File: src/rtl/sprite_motion_ctrl.sv
// Per-frame game-state engine: moves ship, bullet and rock on each frame_tick, resolves collisions, keeps score.
// Build option: define AUTOFIRE_EN for level-triggered auto-repeat fire; default is one shot per press.
module sprite_motion_ctrl #(
  parameter int unsigned SCREEN_W    = 640,
  parameter int unsigned SCREEN_H    = 480,
  parameter int unsigned SHIP_W      = 100,
  parameter int unsigned SHIP_H      = 100,
  parameter int unsigned BULLET_W    = 20,
  parameter int unsigned BULLET_H    = 20,
  parameter int unsigned ROCK_W      = 100,
  parameter int unsigned ROCK_H      = 100,
  parameter int unsigned SHIP_STEP   = 4,
  parameter int unsigned BULLET_STEP = 8,
  parameter int unsigned ROCK_STEP   = 2,
  parameter int unsigned SHIP_X0     = 270,
  parameter int unsigned SHIP_Y0     = 370
) (
  input  logic        clock,
  input  logic        reset,
  input  logic        frame_tick,
  input  logic        btn_left,
  input  logic        btn_right,
  input  logic        btn_fire,
  output logic [18:0] x_ship,
  output logic [18:0] y_ship,
  output logic [18:0] x_bullet,
  output logic [18:0] y_bullet,
  output logic [18:0] x_rock,
  output logic [18:0] y_rock,
  output logic        bullet_active,
  output logic [7:0]  score,
  output logic        hit,
  output logic        game_over,
  output logic [1:0]  dbg_state
);

  localparam logic [18:0] SCR_W    = 19'(SCREEN_W);
  localparam logic [18:0] SCR_H    = 19'(SCREEN_H);
  localparam logic [18:0] SHP_W    = 19'(SHIP_W);
  localparam logic [18:0] SHP_H    = 19'(SHIP_H);
  localparam logic [18:0] BUL_W    = 19'(BULLET_W);
  localparam logic [18:0] BUL_H    = 19'(BULLET_H);
  localparam logic [18:0] RCK_W    = 19'(ROCK_W);
  localparam logic [18:0] RCK_H    = 19'(ROCK_H);
  localparam logic [18:0] SHP_STEP = 19'(SHIP_STEP);
  localparam logic [18:0] BUL_STEP = 19'(BULLET_STEP);
  localparam logic [18:0] RCK_STEP = 19'(ROCK_STEP);
  localparam logic [18:0] SHP_X0   = 19'(SHIP_X0);
  localparam logic [18:0] SHP_Y0   = 19'(SHIP_Y0);
  localparam logic [18:0] SHP_SPAN = 19'(SCREEN_W - SHIP_W);
  localparam logic [18:0] RCK_SPAN = 19'(SCREEN_W - ROCK_W);
  localparam logic [18:0] BUL_OFS  = 19'((SHIP_W - BULLET_W) / 2);
  localparam logic [18:0] RCK_X0   = 19'(270);

  typedef enum logic [1:0] {ST_WAIT = 2'd0, ST_MOVE = 2'd1, ST_CHECK = 2'd2} state_t;

  state_t      state_q;
  logic [18:0] x_ship_q, y_ship_q, x_bullet_q, y_bullet_q, x_rock_q, y_rock_q;
  logic        bullet_active_q, hit_q, game_over_q, fire_req_q;
  logic [7:0]  score_q;
  logic [15:0] lfsr_q;
  logic        lfsr_fb, fire_set;

  logic [18:0] respawn_x_d, ship_x_mv_d, bul_x_mv_d, bul_y_mv_d, rock_x_mv_d, rock_y_mv_d;
  logic [18:0] rock_x_ck_d, rock_y_ck_d;
  logic        bul_act_mv_d, bul_hit_d, ship_hit_d;

  function automatic logic boxes_overlap(
    input logic [18:0] ax, input logic [18:0] ay, input logic [18:0] aw, input logic [18:0] ah,
    input logic [18:0] bx, input logic [18:0] by, input logic [18:0] bw, input logic [18:0] bh);
    return (ax < bx + bw) && (bx < ax + aw) && (ay < by + bh) && (by < ay + ah);
  endfunction

  assign lfsr_fb = lfsr_q[15] ^ lfsr_q[13] ^ lfsr_q[12] ^ lfsr_q[10];

`ifdef AUTOFIRE_EN
  assign fire_set = btn_fire && (state_q == ST_WAIT);
`else
  logic btn_fire_q;
  always_ff @(posedge clock) begin
    if (reset) btn_fire_q <= 1'b0;
    else       btn_fire_q <= btn_fire;
  end
  assign fire_set = btn_fire && !btn_fire_q;
`endif

  // MOVE and CHECK results, both computed from the currently registered positions.
  always_comb begin
    respawn_x_d = {9'd0, lfsr_q[9:0]};
    if (respawn_x_d >= RCK_SPAN) respawn_x_d = respawn_x_d - RCK_SPAN;

    ship_x_mv_d = x_ship_q;
    if (btn_left && !btn_right)
      ship_x_mv_d = (x_ship_q >= SHP_STEP) ? x_ship_q - SHP_STEP : 19'd0;
    else if (btn_right && !btn_left)
      ship_x_mv_d = (x_ship_q + SHP_STEP > SHP_SPAN) ? SHP_SPAN : x_ship_q + SHP_STEP;

    bul_x_mv_d   = x_bullet_q;
    bul_y_mv_d   = y_bullet_q;
    bul_act_mv_d = bullet_active_q;
    if (bullet_active_q) begin
      if (y_bullet_q < BUL_STEP) begin
        bul_x_mv_d   = SCR_W;
        bul_y_mv_d   = SCR_H;
        bul_act_mv_d = 1'b0;
      end else begin
        bul_y_mv_d = y_bullet_q - BUL_STEP;
      end
    end else if (fire_req_q) begin
      bul_x_mv_d   = x_ship_q + BUL_OFS;
      bul_y_mv_d   = y_ship_q - BUL_H;
      bul_act_mv_d = 1'b1;
    end

    rock_x_mv_d = x_rock_q;
    rock_y_mv_d = y_rock_q + RCK_STEP;
    if (rock_y_mv_d >= SCR_H) begin
      rock_x_mv_d = respawn_x_d;
      rock_y_mv_d = 19'd0;
    end

    bul_hit_d = bullet_active_q &&
                boxes_overlap(x_bullet_q, y_bullet_q, BUL_W, BUL_H, x_rock_q, y_rock_q, RCK_W, RCK_H);
    rock_x_ck_d = bul_hit_d ? respawn_x_d : x_rock_q;
    rock_y_ck_d = bul_hit_d ? 19'd0 : y_rock_q;
    // The ship is tested against the rock as it stands after any bullet hit respawned it.
    ship_hit_d = boxes_overlap(x_ship_q, y_ship_q, SHP_W, SHP_H, rock_x_ck_d, rock_y_ck_d, RCK_W, RCK_H);
  end

  always_ff @(posedge clock) begin
    if (reset) begin
      state_q         <= ST_WAIT;
      x_ship_q        <= SHP_X0;
      y_ship_q        <= SHP_Y0;
      x_bullet_q      <= SCR_W;
      y_bullet_q      <= SCR_H;
      bullet_active_q <= 1'b0;
      x_rock_q        <= RCK_X0;
      y_rock_q        <= 19'd0;
      score_q         <= 8'd0;
      hit_q           <= 1'b0;
      game_over_q     <= 1'b0;
      fire_req_q      <= 1'b0;
      lfsr_q          <= 16'hACE1;
    end else begin
      lfsr_q <= {lfsr_q[14:0], lfsr_fb};
      hit_q  <= 1'b0;
      if (fire_set) fire_req_q <= 1'b1;
      case (state_q)
        ST_WAIT: begin
          if (frame_tick && !game_over_q) state_q <= ST_MOVE;
        end
        ST_MOVE: begin
          x_ship_q        <= ship_x_mv_d;
          x_bullet_q      <= bul_x_mv_d;
          y_bullet_q      <= bul_y_mv_d;
          bullet_active_q <= bul_act_mv_d;
          x_rock_q        <= rock_x_mv_d;
          y_rock_q        <= rock_y_mv_d;
          fire_req_q      <= 1'b0;
          state_q         <= ST_CHECK;
        end
        ST_CHECK: begin
          x_rock_q <= rock_x_ck_d;
          y_rock_q <= rock_y_ck_d;
          if (bul_hit_d) begin
            x_bullet_q      <= SCR_W;
            y_bullet_q      <= SCR_H;
            bullet_active_q <= 1'b0;
            hit_q           <= 1'b1;
            if (score_q != 8'hFF) score_q <= score_q + 8'd1;
          end
          if (ship_hit_d) game_over_q <= 1'b1;
          state_q <= ST_WAIT;
        end
        default: state_q <= ST_WAIT;
      endcase
    end
  end

  assign x_ship        = x_ship_q;
  assign y_ship        = y_ship_q;
  assign x_bullet      = x_bullet_q;
  assign y_bullet      = y_bullet_q;
  assign x_rock        = x_rock_q;
  assign y_rock        = y_rock_q;
  assign bullet_active = bullet_active_q;
  assign score         = score_q;
  assign hit           = hit_q;
  assign game_over     = game_over_q;
  assign dbg_state     = state_q;

endmodule

File: config.mk
export PLATFORM = sky130hd
export DESIGN_NAME = sprite_motion_ctrl
export DESIGN_NICKNAME = d
export VERILOG_FILES = /design/src/rtl/sprite_motion_ctrl.sv
export SDC_FILE = /design/constraint.sdc
export NUM_CORES = 1
export LEC_CHECK = 0
export CORE_ASPECT_RATIO = 1.5
export CORE_MARGIN = 2
export CORE_UTILIZATION = 45
export DETAILED_ROUTE_END_ITERATION = 10
export PLACE_DENSITY = 0.72
export SKIP_CTS_REPAIR_TIMING = 1
export SYNTH_ARGS = -nofsm -noshare
export SYNTH_HDL_FRONTEND = slang
export SYNTH_SLANG_ARGS = --single-unit
export TNS_END_PERCENT = 1
File: constraint.sdc
create_clock -name clock -period 10 [get_ports clock]
set_clock_uncertainty 0.15 [all_clocks]
set_input_delay 2 -clock clock [delete_from_list [all_inputs] [get_ports clock]]
set_output_delay 2 -clock clock [all_outputs]
set_load 0.05 [all_outputs]
* After elaboration in Yosys (flattened, before gate mapping)
Index checks and enable logic that the tools add are counted.
** Storage, ports and cells
- Output and inout bits :: 127
- Flip-flop bits (word level) :: 126
** Cells by class
- Muxes and demuxes :: 29
- Equal/unequal tests :: 8
- Magnitude comparators :: 13
- Add/sub/neg operators :: 14
- Bitwise operators :: 4
- Reductions and logical operators :: 27
** Operators with widths (count)
- $mux 19 :: 17
- $pmux 19 s2 :: 4
- $lt 19x19->1 :: 6
- $add 19x7->19 const B :: 5
- $add 19x5->19 const B :: 2
- $add 19x2->19 const B :: 1
- $add 19x3->19 const B :: 1
- $add 19x6->19 const B :: 1
- $ge 19x3->1 const B :: 1
- $ge 19x9->1 const B :: 1
- $gt 19x10->1 const B :: 1
- $lt 19x4->1 const B :: 1
- $lt 19x9->1 const B :: 1
- $lt 9x19->1 const A :: 1
- $sub 19x3->19 const B :: 1
- $sub 19x4->19 const B :: 1
- $logic_and 1x1->1 :: 11
- $sub 10x10->11 const B :: 1
- $ge 10x10->1 const B :: 1
- $add 8x1->8 const B :: 1
- $ne 8x8->1 const B :: 1
- $reduce_and 2->1 :: 4
- $ne 2x2->1 const B :: 3
- $ne 3x3->1 const B :: 2
- 14 further kinds :: 26

* Depth between registers and ports, before layout
- Word-level depth :: 13
- Mapped depth :: 33

* Least setup slack after synthesis
OpenSTA, ideal clock, no wires.
- Kind :: reg2reg
- Start :: reg y_rock_q[2], in the netlist y_rock[2]
- End :: reg game_over_q, in the netlist game_over
- Arrival :: 6.201 ns
- Slack :: 3.557 ns
- Cell stages (with the launch flop) :: 29
- Path buffers :: 2
- Required time :: 9.758 ns
- Clock period less this slack :: 6.443 ns
- Cell sequence :: dfxtp_1 ha_1 a21oi_1 a21boi_0 nand3_1 nor2_1 xnor2_1 ha_1 a222oi_1 o21ai_1 nor3_2 o21ai_2 nor4_4 nand2_2 buf_6 buf_6 o21ai_0 ha_1 nand2_1 a211oi_2 a21oi_2 or3_1 a31o_1 ha_1 nand2_1 o41ai_1 a2111oi_0 a41oi_1 nor4_1
** Between the ends
- Word-level cells in the longest chain between the ends :: 12
- Elaborated cells on any way between the ends :: 18
** Ends and longest elaborated chain
- start: declaration :: line 58 : logic [18:0] x_ship_q, y_ship_q, x_bullet_q, y_bullet_q, x_rock_q, y_rock_q;
- start signal: assignment :: line 159 : y_rock_q <= rock_y_mv_d;
- start signal: assignment :: line 165 : y_rock_q <= rock_y_ck_d;
- $add 19x7->19 :: line 71 : return (ax < bx + bw) && (bx < ax + aw) && (ay < by + bh) && (by < ay + ah);
- $lt 19x19->1 :: line 71
- $logic_and 1x1->1 (2 in a row) :: line 71
- $logic_and 1x1->1 :: line 122 : bul_hit_d = bullet_active_q &&
- $mux 19 :: line 124 : rock_x_ck_d = bul_hit_d ? respawn_x_d : x_rock_q;
- $add 19x7->19 :: line 71
- $lt 19x19->1 :: line 71
- $logic_and 1x1->1 (2 in a row) :: line 71
- $logic_and 1x1->1 (*) :: line 71
- $reduce_and 2->1 (no source line) (*)
- end signal: assignment :: line 142 : game_over_q <= 1'b0;
- end signal: assignment :: line 173 : if (ship_hit_d) game_over_q <= 1'b1;
- end: declaration :: line 59 : logic bullet_active_q, hit_q, game_over_q, fire_req_q;
Every way passes the cells marked *; elsewhere a longest branch is shown, timed or not.
A chain may end at the register's enable or synchronous reset.

* Worst setup path in the final report
Same ends and word-level chain as after synthesis.

==> flow_summary.json <==
{
  "synthToLayoutAreaGrowth_pct": 15.24,
  "std_cell_rows": 70,
  "setup.worst_path.start": "y_rock[2]",
  "syn_area_per_cell_um2": 7.713,
  "start_util_pct": 45.55,
  "clock_latency_ns": 0.45,
  "overflow": 0,
  "antenna_found_initial": 0,
  "start_kind": "register",
  "hold_violations": 0,
  "cts_max_level": 4,
  "port_buffers": 111,
  "first_global_vias": 10630,
  "drv_cap": 0,
  "grt_max_degree": 67,
  "hp-start": "lfsr_q[14]",
  "arrival_ns": 7.17,
  "fin_crit_sh_pct": 69.64,
  "finalSetupViolations": 0,
  "cts_tree": "done",
  "vdd_drop_max_uv": 121.9,
  "post-route-cell-area_mm2": 0.01278,
  "worst_slew_pin_slew_ns": 1.023,
  "ant_nets": 0,
  "cp-end-kind": "register",
  "core-area_mm2": 0.02435,
  "ys_seq_elements": 123,
  "drcViolationCount": 0,
  "yosysWarnings": 0,
  "place_area_mm2": 0.01217,
  "hold_depth": 1,
  "grt_pass1_wl_um": 56080,
  "fin_nets": 1618,
  "die-area_mm2": 0.02594,
  "routabilityCongestion": 0.9371,
  "vias": 10890,
  "worst_slack_ns": 3.036,
  "die_x_um": 132.2,
  "clk_pin_slew_ns": 0.06,
  "final.min_clock_period_ns": 6.964,
  "r2r-start": "y_rock[2]",
  "die_h_um": 196.3,
  "async_flop_share_pct": 0,
  "fmax_mhz": 143.6,
  "drive_gt1_share_pct": 5.544,
  "powerDensity_mw_per_mm2": 135.5,
  "slew_violations": 0,
  "synth-seq-area-share_pct": 22.20,
  "reg2reg_depth": 26,
  "grt_setup_unrepaired": "no",
  "leakage_nw": 5.029,
  "firstDrtPassIters": 5,
  "critical_path_class": "register to register",
  "hp-class": "register to register",
  "cts_buffers": 17,
  "worst_ep_required_time_ns": 10.20,
  "outcome": "completed",
  "max-clock-path-buffers": 2,
  "ys.flop_type": "dfxtp_1",
  "synthCells": 1438,
  "fill_cells": 2443,
  "cts.sinks": 123,
  "grtUsageTotal_pct": 27.20,
  "cts_root_buf": "clkbuf_16",
  "wl_per_cell_um": 19.45,
  "ios": 133,
  "drtIter0Drc": 682,
  "tns_ns": 0,
  "diodes": 0,
  "slew_headroom_pct": 31.29,
  "dp_slack_ns": 3.091,
  "synth_area_mm2": 0.01109,
  "power_mw": 1.731,
  "synth_edf_count": 0,
  "via_per_inst": 5.981,
  "critPathMaxFanout": 31,
  "whs_ns": 0.2638,
  "synth.distinct_cells": 88,
  "dp_hpwl_um": 26560,
  "routed_wl_um": 35410
}
layout make-up:
class / instances / area [µm²] / share of cell area, %
clock inverter: 14 / 185.2 / 1.449
inverter: 53 / 198.9 / 1.557
tap: 324 / 405.4 / 3.172
multi-input combinational: 1168 / 7919 / 61.96
timing repair buffer: 121 / 1181 / 9.241
sequential: 123 / 2462 / 19.27
clock buffer: 18 / 429.2 / 3.358
sequential cells by signal (all words and copies together), names as in the netlist, 2 cells and up:
register and flops:
x_bullet 19, x_rock 19, y_rock 19, x_ship 18, y_bullet 17, lfsr_q 16
score 8, dbg_state 2
report_power, final:
part | internal (mW) | leakage [nW] | total (mW) | switching (mW)
clock | 0.398 | 0.295 | 0.662 | 0.265
combinational | 0.173 | 3.73 | 0.497 | 0.323
sequential | 0.516 | 1.00 | 0.572 | 0.0562
worst paths after layout:
path | end | slack (ns)
setup / recovery | game_over | 3.04
hold / removal | lfsr_q[15] | 0.26
setup reg to reg | game_over | 3.04
hold reg to reg | lfsr_q[15] | 0.26
critical path, stage by stage (launching register included):
cell	delay (ns)
dfxtp_1	0.50
ha_1	0.30
a21oi_1	0.12
a21boi_0	0.53
nand3_1	0.24
nor2_1	0.22
xnor2_1	0.15
ha_1	0.28
a222oi_1	0.30
o21ai_1	0.14
nor3_2	0.19
o21ai_2	0.10
nor4_4	0.31
nand2_2	0.44
o21ai_0	0.42
ha_1	0.25
nand2_1	0.07
a211oi_2	0.25
a21oi_2	0.08
or3_1	0.34
a31o_1	0.23
ha_1	0.29
nand2_1	0.10
o41ai_1	0.08
a2111oi_0	0.36
a41oi_1	0.16
nor4_1	0.27
logic make-up (layout without fill, tap and decap cells):
family                     count (synthesis)  count (layout)  share of synthesized area [%]
adders and majority gates                128             128                          14.44
other                                      2              21                        0.06771
muxes                                     31              31                          2.843
DFF                                      123             123                          22.20
AOI/OAI and AO/OA                        302             302                          17.81
and+or+nand+nor                          554             554                          25.17
buffers and inverters                    166             206                          7.040
xor gates and xnor gates                 132             132                          10.42
synthesized netlist by cell type (8+ instances only):
library cell  instances  area (µm²)
a211oi_1             13       97.59
a21o_1               13       97.59
a21oi_1              99       495.5
a22oi_1              11       82.58
a311oi_1             13       113.9
a31oi_1               8       50.05
and2_1                8       50.05
and3_1               24       150.1
buf_2                17       85.08
buf_4                26       195.2
clkbuf_1             58       217.7
dfxtp_1             123        2462
ha_1                128        1602
inv_1                52       195.2
mux2i_1              27       270.3
nand2_1             163       611.8
nand2b_1              9       56.30
nand3_1              49       245.2
nand4_1              36       225.2
nor2_1              116       435.4
nor2b_1              16       100.1
nor3_1               40       200.2
nor4_1               19       118.9
o211ai_1             11       82.58
o21ai_0              56       280.3
o31ai_1              10       75.07
or2_2                 9       56.30
or3_1                10       62.56
or4_1                17       127.6
xnor2_1              85       744.5
xor2_1               47       411.6
layout by cell type, fill, tap and decap left out, drive strengths merged, types with 18 or more instances in the layout:
cell / Yosys / routed
clkbuf: 59 / 18
xor2: 47 / 47
mux2i: 27 / 27
and3: 24 / 24
conb: 2 / 21
nand2: 166 / 166
nand4: 36 / 36
dfxtp: 123 / 123
nand3: 51 / 51
o21ai: 62 / 62
clkdlybuf4s50: 0 / 110
nor4: 20 / 20
nor3: 43 / 43
nor2: 118 / 118
inv: 52 / 57
or4: 20 / 20
xnor2: 85 / 85
a21oi: 101 / 101
ha: 128 / 128
per-layer routing:
layer / vias to the layer above / global-route usage [%] / wire length, µm
li1: 5212 / - / -
met2: 397 / 51.23 / 18770
met3: 127 / 4.134 / 1565
met5: - / 0 / 0
met1: 5155 / 28.19 / 13060
met4: 0 / 16.29 / 2015
through the flow:
| stage | instances | utilization, % |
|---|---|---|
| 3_3_place_gp | 1789 | 49.97 |
| 6_report | 1821 | 52.49 |
| 2_1_floorplan | 1457 | - |
| 5_1_grt | 1821 | 52.49 |
| 4_1_cts | 1821 | 52.49 |
| 3_5_place_dp | 1789 | 49.97 |
Note: power is estimated with default switching activity, not from simulation.
